--- config.mk ---
export PLATFORM = sky130hd
export DESIGN_NAME = cpc_video_fetch
export DESIGN_NICKNAME = d
export VERILOG_FILES = /design/src/rtl/cpc_video_pkg.sv /design/src/rtl/cpc_raster_int.sv /design/src/rtl/cpc_video_fetch.sv
export SDC_FILE = /design/constraint.sdc
export NUM_CORES = 1
export LEC_CHECK = 0
export CAP_MARGIN = 25
export CORE_ASPECT_RATIO = 0.75
export CORE_MARGIN = 2
export CORE_UTILIZATION = 45
export CTS_BUF_LIST = sky130_fd_sc_hd__clkbuf_8 sky130_fd_sc_hd__clkbuf_16
export CTS_CLUSTER_SIZE = 10
export DETAILED_ROUTE_END_ITERATION = 16
export GPL_ROUTABILITY_DRIVEN = 0
export PLACE_DENSITY = 0.74
export SYNTH_ARGS = -nofsm -noshare
export SYNTH_HDL_FRONTEND = slang
export SYNTH_SLANG_ARGS = --single-unit
--- constraint.sdc ---
create_clock -name CLOCK -period 1.8 [get_ports CLOCK]
set_input_delay 0.18 -clock CLOCK [delete_from_list [all_inputs] [get_ports CLOCK]]
set_output_delay 0.18 -clock CLOCK [all_outputs]
set_load 0.05 [all_outputs]
--- src/rtl/cpc_video_pkg.sv ---
// Shared types and constants for the CPC video fetch path and raster interrupt.
package cpc_video_pkg;

   typedef enum logic [1:0] {
      M0 = 2'd0,
      M1 = 2'd1,
      M2 = 2'd2,
      M3 = 2'd3
   } mode_t;

   typedef enum logic [1:0] {
      IDLE = 2'd0,
      RD0  = 2'd1,
      RD1  = 2'd2,
      DONE = 2'd3
   } fetch_state_t;

   localparam int INT_LINES    = 52;
   localparam int INT_VS_MIN   = 32;
   localparam int PIX_PER_CHAR = 16;

   // Pixel width minus one, in PIXEN pulses; widths are powers of two so this doubles as a mask.
   function automatic logic [3:0] pix_mask(input mode_t m);
      case (m)
         M2:      return 4'd0;
         M1:      return 4'd1;
         default: return 4'd3;
      endcase
   endfunction

   // Pen index from the top byte of the shifter, using the gate-array bit interleave.
   function automatic logic [3:0] decode_pen(input logic [7:0] hi, input mode_t m);
      case (m)
         M2:      return {3'b000, hi[7]};
         M0:      return {hi[1], hi[5], hi[3], hi[7]};
         default: return {2'b00, hi[3], hi[7]};
      endcase
   endfunction

endpackage

--- src/rtl/cpc_raster_int.sv ---
// Raster interrupt generator: 52-line counter clocked by HSYNC falls, resynchronised by VSYNC.
module cpc_raster_int
   import cpc_video_pkg::*;
(
   input  logic CLOCK,
   input  logic nRESET,
   input  logic HSYNC,
   input  logic VSYNC,
   input  logic INT_ACK,
   input  logic CLR_R52,
   output logic INT
);

   logic       hsync_q;
   logic       vsync_q;
   logic [5:0] r52;
   logic [5:0] r52_inc;
   logic [1:0] vs_pend;
   logic       hs_fall;
   logic       vs_rise;
   logic       vs_sync;

   assign hs_fall = hsync_q & ~HSYNC;
   assign vs_rise = VSYNC & ~vsync_q;
   assign r52_inc = r52 + 6'd1;
   // second HSYNC fall after a VSYNC rise resynchronises the counter to the frame
   assign vs_sync = hs_fall && (vs_pend == 2'd1);

   // Edge detection, VSYNC countdown, line counter and interrupt flag
   always_ff @(posedge CLOCK) begin
      if (!nRESET) begin
         hsync_q <= 1'b0;
         vsync_q <= 1'b0;
         vs_pend <= 2'd0;
         r52     <= 6'd0;
         INT     <= 1'b0;
      end else begin
         hsync_q <= HSYNC;
         vsync_q <= VSYNC;

         if (vs_rise)
            vs_pend <= 2'd2;
         else if (hs_fall && vs_pend != 2'd0)
            vs_pend <= vs_pend - 2'd1;

         if (CLR_R52) begin
            r52 <= 6'd0;
            INT <= 1'b0;
         end else if (vs_sync) begin
            r52 <= 6'd0;
            if (r52 >= 6'(INT_VS_MIN))
               INT <= 1'b1;
            else if (INT_ACK)
               INT <= 1'b0;
         end else if (hs_fall && r52_inc == 6'(INT_LINES)) begin
            // wrap takes priority over a coincident acknowledge
            r52 <= 6'd0;
            INT <= 1'b1;
         end else begin
            if (hs_fall)
               r52 <= INT_ACK ? (r52_inc & 6'b011111) : r52_inc;
            else if (INT_ACK)
               r52 <= r52 & 6'b011111;
            if (INT_ACK)
               INT <= 1'b0;
         end
      end
   end

endmodule

--- src/rtl/cpc_video_fetch.sv ---
// CPC video fetch: two-byte RAM fetch per character, pixel shifter/decoder, raster interrupt.
//
// state | meaning
// IDLE  | no fetch in progress (also entered on abort)
// RD0   | RAM_RD high, requesting first byte of the character
// RD1   | RAM_RD high, requesting second byte of the character
// DONE  | both bytes captured, waiting for the next CLKEN to hand them to the shifter
//
// A fetch still incomplete at CLKEN is abandoned; that CLKEN does not start a new
// fetch either, so RAM_RD is guaranteed to drop for at least one character.
module cpc_video_fetch
   import cpc_video_pkg::*;
(
   input  logic        CLOCK,
   input  logic        nRESET,
   input  logic        CLKEN,
   input  logic        PIXEN,
   input  logic [13:0] MA,
   input  logic [4:0]  RA,
   input  logic        DE,
   input  logic        HSYNC,
   input  logic        VSYNC,
   input  logic [1:0]  MODE,
   output logic [15:0] RAM_ADDR,
   output logic        RAM_RD,
   input  logic        RAM_ACK,
   input  logic [7:0]  RAM_DATA,
   output logic [3:0]  PEN,
   output logic        BORDER,
   output logic        INT,
   input  logic        INT_ACK,
   input  logic        CLR_R52
);

   fetch_state_t state;
   logic [7:0]   byte0;
   logic [7:0]   byte1;
   logic         fetch_de;
   logic         de_dly;
   logic [15:0]  shifter;
   logic [3:0]   pix_cnt;
   logic [3:0]   pix_nxt;
   mode_t        mode_eff;
   logic         hsync_q;
   logic         unused_addr_bits;

   assign unused_addr_bits = ^{MA[11:10], RA[4:3]};
   assign pix_nxt          = pix_cnt + 4'd1;

   // Fetch sequencer: starts on CLKEN with DE, walks both bytes, aborts if CLKEN arrives early
   always_ff @(posedge CLOCK) begin
      if (!nRESET) begin
         state    <= IDLE;
         RAM_RD   <= 1'b0;
         RAM_ADDR <= 16'h0000;
         byte0    <= 8'h00;
         byte1    <= 8'h00;
      end else if (CLKEN) begin
         if (state == RD0 || state == RD1) begin
            state  <= IDLE;
            RAM_RD <= 1'b0;
         end else if (DE) begin
            state    <= RD0;
            RAM_RD   <= 1'b1;
            RAM_ADDR <= {MA[13:12], RA[2:0], MA[9:0], 1'b0};
         end else begin
            state <= IDLE;
         end
      end else begin
         case (state)
            RD0: if (RAM_ACK) begin
               byte0       <= RAM_DATA;
               RAM_ADDR[0] <= 1'b1;
               state       <= RD1;
            end
            RD1: if (RAM_ACK) begin
               byte1  <= RAM_DATA;
               RAM_RD <= 1'b0;
               state  <= DONE;
            end
            default: ;
         endcase
      end
   end

   // Pixel shifter: loads last character's bytes at CLKEN, shifts once per pixel width
   always_ff @(posedge CLOCK) begin
      if (!nRESET) begin
         shifter  <= 16'h0000;
         pix_cnt  <= 4'd0;
         fetch_de <= 1'b0;
         de_dly   <= 1'b0;
      end else if (CLKEN) begin
         shifter  <= (state == DONE) ? {byte0, byte1} : 16'h0000;
         pix_cnt  <= 4'd0;
         fetch_de <= DE;
         de_dly   <= fetch_de;
      end else if (PIXEN) begin
         pix_cnt <= pix_nxt;
         if ((pix_nxt & pix_mask(mode_eff)) == 4'd0)
            shifter <= {shifter[14:0], 1'b0};
      end
   end

   // Screen mode takes effect only at the start of a line (HSYNC rise)
   always_ff @(posedge CLOCK) begin
      if (!nRESET) begin
         hsync_q  <= 1'b0;
         mode_eff <= M1;
      end else begin
         hsync_q <= HSYNC;
         if (HSYNC && !hsync_q)
            mode_eff <= mode_t'(MODE);
      end
   end

   assign PEN    = de_dly ? decode_pen(shifter[15:8], mode_eff) : 4'h0;
   assign BORDER = ~de_dly;

   cpc_raster_int u_raster_int (
      .CLOCK   (CLOCK),
      .nRESET  (nRESET),
      .HSYNC   (HSYNC),
      .VSYNC   (VSYNC),
      .INT_ACK (INT_ACK),
      .CLR_R52 (CLR_R52),
      .INT     (INT)
   );

endmodule

# After elaboration in Yosys (flattened, before gate mapping)
# Index checks and enable logic that the tools add are counted.
# totals
output_inout_bits	23
memories	0
latchBits	0
mem_bits_rw	0
rom_bits	0
ff_bits	70
# op_classes
mul	0
muxes	35
addsub	3
n_reduce_logical	28
shift	0
n_lt_le_gt_ge	1
eq_ne	12
n_div	0
bitwise	9
# op_table
op	count
16-bit 2-to-1 mux	4
6-bit 2-to-1 mux	3
1-bit 2-to-1 mux	16
4-bit 2-to-1 mux	4
2-bit nonzero test	8
3-bit AND reduction	5
2-bit 2-to-1 mux	5
2-bit case mux with 2 select lines	2
4-bit case mux with 2 select lines	1
6-bit by 1-bit adder with 6-bit output (second input constant)	1
2-bit by 1-bit == test with 1-bit output (second input constant)	3
2-bit == test (second input constant)	3
6-bit == test (second input constant)	1
6-bit greater-or-equal comparator (second input constant)	1
3-bit inequality test (second input constant)	2
1-bit inverter	6
2-bit OR reduction	3
4-bit by 1-bit adder with 4-bit output (second input constant)	1
4-bit bitwise AND	1
1-bit logical AND	4
4-bit zero test	1
2-bit inequality test (second input constant)	2
4-bit AND reduction	1
4-bit OR reduction	1
other kinds (8)	9

# Longest topological paths before layout
# logic_depth
word_depth	10
ltp_mapped	7
depth_no_buf	6

# Hierarchy
# A second synthesis with hierarchy kept.
# hier_totals
hier_cells	345
area_unflattened_um2	3047.9
# modules_own_cells
module	cells_per_inst	area_per_inst_um2	instances
cpc_video_fetch	277	2427.3	1
cpc_raster_int	68	620.6	1

# Least setup slack after synthesis
# No wires, ideal clock.
# synth_path
kind	reg2reg
startpoint	register mode_eff[0]
endpoint	register shifter[10]
n_path_buf	2
path_slack_ps	135
arrival_ps	1549
t_required_ps	1684
path_stages_with_launch	8
path_cell_list	dfxtp_1 > inv_1 > ha_1 > o221a_2 > or2_1 > buf_6 > buf_8 > o211a_1
# synth_between
elab_chain_cells	9
# synth_lines
element	line	text
start: declaration	cpc_video_fetch.sv:43	mode_t mode_eff;
start signal: assignment	cpc_video_fetch.sv:113	mode_eff <= mode_t'(MODE);
2-bit by 1-bit == test with 1-bit output / 2-bit == test (equally long branches)	cpc_video_pkg.sv:24	case (m)
2-bit case mux with 2 select lines (*)	cpc_video_pkg.sv:24	
4-bit 2-to-1 mux (*)	cpc_video_fetch.sv:98	end else if (PIXEN) begin
4-bit 2-to-1 mux (*)	cpc_video_fetch.sv:93	end else if (CLKEN) begin
4-bit 2-to-1 mux (*)	cpc_video_fetch.sv:88	if (!nRESET) begin
4-bit bitwise AND (*)	cpc_video_fetch.sv:100	if ((pix_nxt & pix_mask(mode_eff)) == 4'd0)
4-bit zero test (*)	cpc_video_fetch.sv:100	
2-bit nonzero test (no source line) (*)	--	
2-bit AND reduction (no source line) (*)	--	
end signal: assignment	cpc_video_fetch.sv:94	shifter <= (state == DONE) ? {byte0, byte1} : 16'h0000;
end signal: assignment	cpc_video_fetch.sv:101	shifter <= {shifter[14:0], 1'b0};
end: declaration	cpc_video_fetch.sv:40	logic [15:0] shifter;
# Mark *: on every way between the ends. The rest lies on a longest branch, timed or not. The select of a mux whose other input is x is not followed.
# A chain may end at the register's enable or synchronous reset.

# Worst setup path after layout
# layout_path
startpoint	register RAM_RD
endpoint	output RAM_RD
# layout_rtl
element	line	text
start: declaration	cpc_video_fetch.sv:25	output logic RAM_RD,
start signal: assignment	cpc_video_fetch.sv:54	RAM_RD <= 1'b0;
start signal: assignment	cpc_video_fetch.sv:61	RAM_RD <= 1'b0;
start signal: assignment	cpc_video_fetch.sv:64	RAM_RD <= 1'b1;
# No word-level cell between the ends.

==> impl_results.md <==
- Post-synthesis mux area share: less than 1%
- R2R setup slack: around 0.10 ns
- Grt ovf: 0
- Synth Area in Simple Gates: approximately a fifth
- Inserted Diodes: 0
- Share of synthesized registers carrying an async set or reset: 0%
- CTS sink cnt: 68
- First-pass iteration count of the detailed router: 5
- Final min period: 1.711 ns
- Slowest-stage cell, CP: clkdlybuf4s50_1
- Final std cells w/o fill: between 500 and 600
- Cts bufs inserted: 9
- Antenna violations before repair: 0
- Placed cells: about 490
- Post-synth top flop: dfxtp_1
- Number of I/O pins: a little over 60
- Final setup vio count: 0
- DR iter-0 viols: about 110
- GR Util met3: around 8.5%
- Cell depth of the worst setup path: 1
- Clk slew on worst S/H paths: 0.07 ns
- Fin area: roughly 4000 sq um
- Post-DP HPWL: 4762 um
- Final period util: between 90% and 100%
- Worst path arrival time: roughly 1.5 ns
- Leak pwr: about 1.6 nW
- Met2 Usage GRT: 28.52%
- Max-Cap Viols: 0
- R2R cell count: 5
- First-pass GRT wire length: between 10000 and 15000 um
- Hold Fails Final Rpt: 0
- Synthesized area per cell: ~9 sq um
- Clock Latency Late Sink: approximately 0.34 ns
- RSZ-0062 raised after global routing: false
- Die height: ~76 um
- Clk pwr share: 37.6%
- Area Overhead vs Synth: 30.13%
- Max FO, Critical Path: 3
- Fin Clk Skew: 0.005176 ns
- Clk buf depth: 2
- Pint: ~0.0025 W
- Crit-path max cell delay: about 0.83 ns
- Worst Path Required: approximately 1.6 ns
- Largest family of logic cells by synthesized area: compound AO/OA/AOI/OAI gates
- Cell count after synthesis: about 360
- Setup crit start: RAM_RD$_SDFFE_PN0P_
- Relative slew slack: around two thirds
- Final net count: about 470
- Startpoint types: flip-flop
- CTS tree: done
- F_max: slightly below 0.6 GHz
- Critical Path, Cell by Cell: clkdlybuf4s50_1
- Core ar.: 6766 sq um
- Reg2Reg Launch Point: mode_eff[0]$_SDFFE_PN1P_
- CP Class: flip-flop to output pin
- Pwr/cell area: between 800 and 900 nW/um^2
- Root buf cell: clkbuf_8
- Hold Crit Depth: 3
- Placed cell area: just under 4000 sq um
- Sequential share of the synthesized area: 43.42%
- Distinct cell type count after synthesis: 41
- Global route hottest layer: met2
- RR Endpoint: shifter[3]$_SDFFE_PN0P_
- Adder-Cell Fraction of Synth Area: under 10%
- Met1 usage: 24.49%
- Logic gate share of total power: a little over an eighth
- Vias: 2667
- Hold buffers post-CTS: 0
- DRT antenna net count: 0
- Worst Setup EP: RAM_RD
- H-tree levels: 3
- Pins Over Slew Limit: 0
- CP Buf/Inv Count: 1
- Largest net degree at the start of global routing: 43
- Hold WC Path Type: primary input to flip-flop
- Gr usage total: a little under a fifth
- PortBufs: 57
- Post-Syn Area: approximately 3100 sq um
- Most common cell after layout, fill and taps aside: dfxtp_1
- Total Wirelength: between 6000 and 7000 um
- CP Capture Type: output pin
- Switching Fraction: between 20% and 30%
- Most frequent cells in the layout: 67 x dfxtp_1, 57 x nand2_1, 52 x clkdlybuf4s50_1
- Outcome: completed
- Initial core utilization: a little under half
- Peak VDD IR: between 0.4 and 0.5 mV
- Post-Syn Nets: 407
- Sw Pwr: roughly 0.0008 W
- Ys Warns: 0
- Vias in the first global route: ~2600
- Post-synthesis xor/xnor area fraction: around 2.8%
- Number of synthesized flops with an enable pin: 0
- Worst slew pin tran: between 0.5 and 0.6 ns
- Synth Register Bits: a little under 70
- Row count: 26
- Chip width: 100.4 um
- Wire per inst: around 13 um
- Remaining DRCs: 0
- Vias/cell: ~5.3
- Reg power frac: between 40% and 50%
- Layout cells sized above 1: between 10 and 15%
- Compound-Gate Fraction of Synth Area: between 20% and 30%
- Die area: between 7000 and 8000 sq um
- Largest delay share family, worst path: buffers and inverters
- Fin Setup TNS: 0 ns
## Yosys cell counts, types with 6 or more instances
library cell  instances  share of area [%]
xnor2_1               6                1.7
nor2_1               11                1.3
nand2_1              57                6.8
ha_1                 10                4.0
nor2b_1              22                4.4
o211a_1              15                4.8
inv_1                12                1.4
a21boi_0             32                7.7
a31oi_1              15                3.0
o21ai_0              19                3.0
nand3_1              19                3.0
dfxtp_1              68                 43
clkbuf_1             18                2.2
## kinds of logic after synthesis
logic type | after synthesis
buffers and inverters | 36
XOR/XNOR | 10
AND/OR/NAND/NOR | 135
flip-flops | 68
AO/OA/AOI/OAI | 97
adder cells (fa/ha/maj) | 10
multiplexers | 2
## layout make-up
cell class,count,area [sq um]
Fill cell,607,2686
Clock inverter,3,38.79
Timing Repair Buffer,74,753.2
Tap cell,84,105.1
Inverter,12,45.04
Clock buffer,11,151.4
Sequential cell,68,1363
Multi-Input combinational cell,254,1624
## power groups by stage
stage / combinational (W) / sequential, W / clock (W)
floorplan: 0.000205 / 0.00169 / 0
finish: 0.000446 / 0.00160 / 0.00123
detailed placement: 0.000448 / 0.00163 / 0
global route: 0.000488 / 0.00160 / 0.00133
CTS: 0.000450 / 0.00160 / 0.00126
global placement: 0.000441 / 0.00163 / 0
## worst min-delay path by stage
stage                                        start                                to  slack (ns)
after floorplan                            INT_ACK  u_raster_int.r52[5]$_SDFFE_PP0P_        0.26
after detailed placement  RAM_ADDR[0]$_SDFFE_PN0P_          RAM_ADDR[0]$_SDFFE_PN0P_        0.45
after global routing                        MA[12]         RAM_ADDR[14]$_SDFFE_PN0P_        0.40
final                                        MA[2]          RAM_ADDR[3]$_SDFFE_PN0P_        0.40
after global placement    RAM_ADDR[4]$_SDFFE_PN0P_          RAM_ADDR[4]$_SDFFE_PN0P_        0.45
after CTS                                    MA[2]          RAM_ADDR[3]$_SDFFE_PN0P_        0.39
## metrics by stage
stage	util [%]	hold slack [ns]	power (W)	setup WS, ns
4_1_cts	60.02	0.3854	0.003310	0.03235
6_report	60.30	0.3972	0.003273	0.08910
3_3_place_gp	57.21	0.4490	0.002069	0.08547
3_5_place_dp	57.21	0.4550	0.002079	0.06101
5_1_grt	60.30	0.3985	0.003425	0.008687
2_1_floorplan	-	0.2562	0.001894	0.1345
## routing by layer
layer  vias up  share of wire (%)
met3         6                8.1
met4         0               0.80
li1       1355                  -
met5         -                  0
met2        71                 45
met1      1235                 46
## state kept, by name (all words and copies together) (netlist names), 2 cells and up
signal                count
RAM_ADDR                 16
u_raster_int.vs_pend      2
pix_cnt                   2
shifter                  16
mode_eff                  2
byte1                     8
state                     2
byte0                     8
u_raster_int.r52          6
## worst reg2reg max path: cells and delay by family (launching register included)
family	cells	cell delay, ns
DFF	1	0.31
and+or+nand+nor	1	0.42
buffers and inverters	1	0.06
AOI/OAI and AO/OA	2	0.51
adders and majority gates	1	0.29
## repair_timing
action,CTS,global route
endpoints found under the setup margin,0,21
gates resized for setup,0,4
buffers inserted,0,1
Note: power is estimated with default switching activity, not from simulation.
